<file path="config.mk">
export PLATFORM = sky130hd
export DESIGN_NAME = par_ser_out
export DESIGN_NICKNAME = d
export VERILOG_FILES = /design/src/rtl/par_ser_pkg.sv /design/src/rtl/par_ser_counter.sv /design/src/rtl/par_ser_out.sv
export SDC_FILE = /design/constraint.sdc
export NUM_CORES = 1
export LEC_CHECK = 0
export CAP_MARGIN = 0
export CORE_AREA = 2 2 238 287
export CTS_CLUSTER_DIAMETER = 80
export CTS_CLUSTER_SIZE = 16
export DETAILED_ROUTE_END_ITERATION = 7
export DIE_AREA = 0 0 240 289
export PLACE_DENSITY = 0.61
export SKIP_LAST_GASP = 1
export SLEW_MARGIN = 30
export SYNTH_ARGS = -nofsm -noshare
export SYNTH_HDL_FRONTEND = slang
export SYNTH_HIERARCHICAL = 1
export SYNTH_SLANG_ARGS = --single-unit
</file>
<file path="constraint.sdc">
create_clock -name clock -period 5.75 [get_ports clock]
set_clock_uncertainty 0.15 [all_clocks]
set_input_delay 1.725 -clock clock [delete_from_list [all_inputs] [get_ports clock]]
set_output_delay 1.725 -clock clock [all_outputs]
set_load 0.1 [all_outputs]
</file>
<file path="src/rtl/par_ser_pkg.sv">
// Shared types and constants for the par_ser_out serial egress stage.
// Optional feature macro used by this slice: PAR_SER_PARITY_EN.
package par_ser_pkg;

  localparam int PAR_DATA_W = 512;
  localparam int PAR_CNT_W  = 10;

  // Largest count that can be serialised from one parallel word.
  localparam logic [PAR_CNT_W-1:0] PAR_MAX_CNT = PAR_CNT_W'(PAR_DATA_W);

  typedef enum logic [0:0] {
    IDLE  = 1'b0,
    SHIFT = 1'b1
  } par_ser_state_t;

  // Requested widths beyond the parallel word length serialise the whole word.
  function automatic logic [PAR_CNT_W-1:0] par_ser_clamp(input logic [PAR_CNT_W-1:0] width);
    return (width > PAR_MAX_CNT) ? PAR_MAX_CNT : width;
  endfunction

endpackage

</file>
<file path="src/rtl/par_ser_counter.sv">
// Loadable down-counter tracking the bits remaining in the current frame.
// `last` flags one bit remaining; `zero` flags an empty counter.
module par_ser_counter
  import par_ser_pkg::*;
#(
  parameter int CNT_W = PAR_CNT_W
) (
  input  logic             clock,
  input  logic             reset,
  input  logic             load,
  input  logic [CNT_W-1:0] load_val,
  input  logic             dec,
  output logic [CNT_W-1:0] count,
  output logic             last,
  output logic             zero
);

  logic [CNT_W-1:0] count_q;
  logic [CNT_W-1:0] count_d;

  // Load wins over decrement; decrement saturates at zero.
  always_comb begin
    count_d = count_q;
    if (load) begin
      count_d = load_val;
    end else if (dec && (count_q != '0)) begin
      count_d = count_q - CNT_W'(1);
    end
  end

  // Count register with synchronous reset.
  always_ff @(posedge clock) begin
    if (reset) begin
      count_q <= '0;
    end else begin
      count_q <= count_d;
    end
  end

  assign count = count_q;
  assign last  = (count_q == CNT_W'(1));
  assign zero  = (count_q == '0);

endmodule

</file>
<file path="src/rtl/par_ser_out.sv">
// Parallel-to-serial egress stage: captures a parallel word and a bit count,
// then shifts the low bits out LSB first under a valid/ready handshake.
// Optional feature macro: PAR_SER_PARITY_EN appends an even-parity bit.
//
// Handshake: a serial bit transfers on a rising edge where ser_valid and
// ser_ready are both high; while ser_ready is low, ser_out/ser_valid/ser_last
// hold. A load transfers on a rising edge where load_ready and load_valid are
// both high. All outputs come straight from flops.
module par_ser_out
  import par_ser_pkg::*;
(
  input  logic                  clock,
  input  logic                  reset,
  input  logic [PAR_CNT_W-1:0]  WIDTH,
  input  logic [PAR_DATA_W-1:0] par_in,
  input  logic                  load_valid,
  output logic                  load_ready,
  output logic                  ser_out,
  output logic                  ser_valid,
  input  logic                  ser_ready,
  output logic                  ser_last,
  output logic                  busy,
  output par_ser_state_t        state_dbg
);

  localparam int DATA_W = PAR_DATA_W;
  localparam int CNT_W  = PAR_CNT_W;

  par_ser_state_t    state_q, state_d;
  logic [DATA_W-1:0] sreg_q, sreg_d;
  logic              ser_out_q, ser_out_d;
  logic              ser_valid_q, ser_valid_d;
  logic              ser_last_q, ser_last_d;
  logic              busy_q, busy_d;
  logic              load_ready_q, load_ready_d;
`ifdef PAR_SER_PARITY_EN
  logic              parity_q, parity_d;
`endif

  logic [CNT_W-1:0]  eff_cnt;
  logic [CNT_W-1:0]  frame_len;
  logic              cnt_load;
  logic              cnt_dec;
  logic [CNT_W-1:0]  cnt_val;
  logic              cnt_last;
  logic              cnt_zero;

  // Effective frame length from the requested width, plus the parity slot.
  always_comb begin
    eff_cnt = par_ser_clamp(WIDTH);
`ifdef PAR_SER_PARITY_EN
    frame_len = (eff_cnt == '0) ? '0 : (eff_cnt + CNT_W'(1));
`else
    frame_len = eff_cnt;
`endif
  end

  assign cnt_load = (state_q == IDLE) && load_valid && (frame_len != '0);
  assign cnt_dec  = (state_q == SHIFT) && ser_ready;

  par_ser_counter #(
    .CNT_W (CNT_W)
  ) u_counter (
    .clock    (clock),
    .reset    (reset),
    .load     (cnt_load),
    .load_val (frame_len),
    .dec      (cnt_dec),
    .count    (cnt_val),
    .last     (cnt_last),
    .zero     (cnt_zero)
  );

  // Next-state and next-output logic for the IDLE/SHIFT controller.
  always_comb begin
    state_d      = state_q;
    sreg_d       = sreg_q;
    ser_out_d    = ser_out_q;
    ser_valid_d  = ser_valid_q;
    ser_last_d   = ser_last_q;
    busy_d       = busy_q;
    load_ready_d = load_ready_q;
`ifdef PAR_SER_PARITY_EN
    parity_d     = parity_q;
`endif
    case (state_q)
      IDLE: begin
        if (load_valid) begin
          // A zero-length load is accepted and dropped without leaving IDLE.
          sreg_d = par_in;
          if (frame_len != '0) begin
            state_d      = SHIFT;
            ser_out_d    = par_in[0];
            ser_valid_d  = 1'b1;
            ser_last_d   = (frame_len == CNT_W'(1));
            busy_d       = 1'b1;
            load_ready_d = 1'b0;
`ifdef PAR_SER_PARITY_EN
            parity_d     = 1'b0;
`endif
          end
        end
      end
      SHIFT: begin
        if (ser_ready) begin
          if (cnt_last || cnt_zero) begin
            // Final bit accepted: drop valid and reopen for the next load.
            state_d      = IDLE;
            ser_out_d    = 1'b0;
            ser_valid_d  = 1'b0;
            ser_last_d   = 1'b0;
            busy_d       = 1'b0;
            load_ready_d = 1'b1;
          end else begin
            sreg_d     = sreg_q >> 1;
            ser_last_d = (cnt_val == CNT_W'(2));
`ifdef PAR_SER_PARITY_EN
            parity_d   = parity_q ^ sreg_q[0];
            // With two slots left the next one is the parity bit.
            if (cnt_val == CNT_W'(2)) begin
              ser_out_d = parity_q ^ sreg_q[0];
            end else begin
              ser_out_d = sreg_q[1];
            end
`else
            ser_out_d  = sreg_q[1];
`endif
          end
        end
      end
      default: begin
        state_d = IDLE;
      end
    endcase
  end

  // Controller state, shift register and registered outputs.
  always_ff @(posedge clock) begin
    if (reset) begin
      state_q      <= IDLE;
      sreg_q       <= '0;
      ser_out_q    <= 1'b0;
      ser_valid_q  <= 1'b0;
      ser_last_q   <= 1'b0;
      busy_q       <= 1'b0;
      load_ready_q <= 1'b1;
`ifdef PAR_SER_PARITY_EN
      parity_q     <= 1'b0;
`endif
    end else begin
      state_q      <= state_d;
      sreg_q       <= sreg_d;
      ser_out_q    <= ser_out_d;
      ser_valid_q  <= ser_valid_d;
      ser_last_q   <= ser_last_d;
      busy_q       <= busy_d;
      load_ready_q <= load_ready_d;
`ifdef PAR_SER_PARITY_EN
      parity_q     <= parity_d;
`endif
    end
  end

  assign load_ready = load_ready_q;
  assign ser_out    = ser_out_q;
  assign ser_valid  = ser_valid_q;
  assign ser_last   = ser_last_q;
  assign busy       = busy_q;
  assign state_dbg  = state_q;

endmodule

</file>
==> impl_metrics.py <==
metrics = {
    "run_status": {
        "status": "complete, no violations",
    },
    "yosys": {
        "synth_edf_count": 0,
        "synth.cell_area_um2": 23200,
        "ys_seq_area_share_pct": 45.5,
        "yosysWarnings": 6,
        "syn_inst": 2399,
        "synth.distinct_cells": 46,
        "synth_nets": 2927,
        "ys_async_sr_fraction_pct": 0,
        "ys_seq_elements": 526,
        "avgSynthCellArea_um2": 9.65,
        "synth_flop_cell": "dfxtp_1",
    },
    "global_route": {
        "met2_usage_pct": 30.0,
        "met3_usage_pct": 5.32,
        "grt_pass1_wl_mm": 98.4,
        "grt_use_met1_pct": 20.0,
        "track_usage_pct": 17.4,
        "grt_max_degree": 178,
        "antenna_found_initial": 27,
        "grt_busiest_layer": "met2",
        "grt.overflow.total": 0,
        "grt_pass1_vias": 18382,
    },
    "routing": {
        "drt_wl_total_mm": 63.6,
        "vias_per_cell": 5.06,
        "drt-initial-drc-count": 742,
        "firstDrtPassIters": 4,
        "antenna_left": 0,
        "dr_total_vias": 18746,
        "post_drt_wl_per_cell_um": 17.2,
        "route.detailed.drc": 0,
    },
    "floorplanning": {
        "die_area_um2": 69400,
        "core_area_um2": 66600,
        "io_pins": 532,
        "start_util_pct": 34.8,
        "die_h_um": 289,
        "rows": 104,
        "die_x_um": 240,
    },
    "clock_network": {
        "clock-sinks": 526,
        "clkLatencyLatePin_ps": 570,
        "numCtsBuffers": 39,
        "cts_tree": "done",
        "cts.path.max_buffers": 3,
        "clk_pin_slew_ps": 80,
        "cts_resized": 0,
        "ctsHoldBuffers": 0,
        "post_cts_buffers": 0,
        "cts_max_level": 2,
        "root_buffer": "clkbuf_16",
    },
    "power_and_ir_drop": {
        "p_int_mw": 6.34,
        "p_total_mw": 8.88,
        "p_clk_share_pct": 28.9,
        "p_per_area_nw_per_um2": 294,
        "vdd_drop_max_mv": 0.153,
        "netSwitchingFraction_pct": 28.6,
        "p_sw_mw": 2.54,
        "seq_power_share_pct": 48.9,
        "leakage_nw": 11.0,
        "comb_power_share_pct": 22.2,
    },
    "placed_design": {
        "placed_area_um2": 29000,
        "dp_hpwl_mm": 44.1,
        "numPortBuffers": 531,
        "routabilityCongestion": 0.801,
    },
    "finish": {
        "design_area_um2": 30200,
        "post_route_cells_drive_above_1_share_pct": 3.46,
        "area_delta_synth_final_pct": 30.4,
        "layout_commonest_cell": "clkdlybuf4s50_1",
        "mostFrequentLayoutCells": "530 x clkdlybuf4s50_1, 525 x dfxtp_1, 520 x nor2_1, 516 x a211oi_1, 511 x mux2i_1",
        "final_nets": 3301,
    },
    "worst_setup_path": {
        "crit_path_start_kind": "input pin",
        "cp_max_fo": 13,
        "arrival_ps": 4500,
        "cp_data_required_time_ps": 6000,
        "reg2reg_depth": 6,
        "critPathCaptureType": "flip-flop",
        "path_class": "input pin to flip-flop",
    },
    "timing": {
        "finalSetupTns_ps": 0,
        "worst_pin_slew_ps": 987,
        "fmax_ghz": 0.235,
        "drv_slew": 0,
        "maxSlewHeadroom_pct": 34.0,
        "finalCriticalPeriod_ps": 4250,
        "hold_viol": 0,
        "rsz0062_at_grt": "false",
        "period_share_pct": 74.0,
        "setup_viol": 0,
    },
    "hold_path": {
        "hold_path_depth": 2,
        "min_path_type": "flip-flop to flip-flop",
    },
    "flow_run": {
        "cap_violations": 0,
    },
}
-- cell families (layout without fill, tap and decap cells) --
group,Yosys count,in the layout,share of synthesized area (%)
other,0,26,0
xor gates and xnor gates,3,3,0.114
DFF,526,526,45.5
and+or+nand+nor,570,570,9.83
adders and majority gates,2,2,0.108
AOI/OAI and AO/OA,544,544,17.7
buffers and inverters,243,622,4.63
muxes,511,511,22.1
-- layout make-up --
type / count / area, um2
Inverter: 10 / 37.5
Clock buffer: 42 / 1010
Timing Repair Buffer: 566 / 5810
Clock inverter: 4 / 46.3
Fill cell: 6374 / 36400
Antenna cell: 26 / 65.1
Sequential cell: 526 / 10500
Multi-Input combinational cell: 1630 / 11600
Tap cell: 901 / 1130
-- metal layers --
layer	wire, um	vias up
li1	-	9528
met1	25800	8696
met2	31300	413
met3	4540	99
met4	2020	10
met5	53	-
-- power by group through the flow --
stage / combinational [mW] / sequential, mW / clock, mW
6_report: 1.97 / 4.34 / 2.56
3_3_place_gp: 1.93 / 4.40 / 0
2_1_floorplan: 1.36 / 4.37 / 0
3_5_place_dp: 1.98 / 4.43 / 0
4_1_cts: 1.99 / 4.34 / 2.67
5_1_grt: 2.19 / 4.40 / 2.79
-- registers in the layout (all words and copies together) (netlist names) --
name	flops
u_counter/count	10
ser_out	1
sreg_q	511
ser_last	1
state_dbg	1
load_ready	1
busy	1
-- metrics by stage --
step           setup WS (ps)  instances  hold slack [ps]  utilization, %
5_1_grt                 1380       3700              345            45.3
6_report                1500       3705              318            45.3
3_3_place_gp            1070       3630              305            43.5
3_5_place_dp             983       3631              307            43.5
4_1_cts                 1590       3677              318            45.1
2_1_floorplan           1970       2399              286               -
-- path summary, 6_finish.rpt --
check | slack [ps] | start | end
worst max-delay path | 1500 | WIDTH[9] | u_counter/count[7]
worst max register to register | 2610 | state_dbg | sreg_q[460]
worst min register to register | 320 | load_ready | load_ready
worst min-delay path | 320 | load_ready | load_ready
-- cells in the mapped netlist (2+ instances only) --
cell type / count / area, um2
clkbuf_1: 101 / 379
dfxtp_1: 526 / 10500
and3_2: 2 / 15.0
and3_1: 2 / 12.5
buf_1: 12 / 45.0
nor3_1: 7 / 35.0
nor4b_1: 3 / 26.3
nor2_1: 520 / 1950
a211oi_1: 516 / 3870
nor2b_1: 12 / 75.1
inv_1: 10 / 37.5
o22ai_1: 2 / 12.5
nand2_1: 12 / 45.0
buf_2: 117 / 586
mux2i_1: 511 / 5110
a311oi_1: 2 / 17.5
a21oi_1: 10 / 50.1
nand3_1: 3 / 15.0
ha_1: 2 / 25.0
dlygate4sd1_1: 2 / 17.5
xnor2_1: 2 / 17.5
-- worst max-delay path, cell delays in order --
cell and delay [ps]:
clkdlybuf4s50_1 590, or4_4 510, o41ai_4 500, inv_1 310, inv_1 400, and3_1 220
a31o_1 180, a2111oi_2 60
Power figures use the tool's default switching activity.
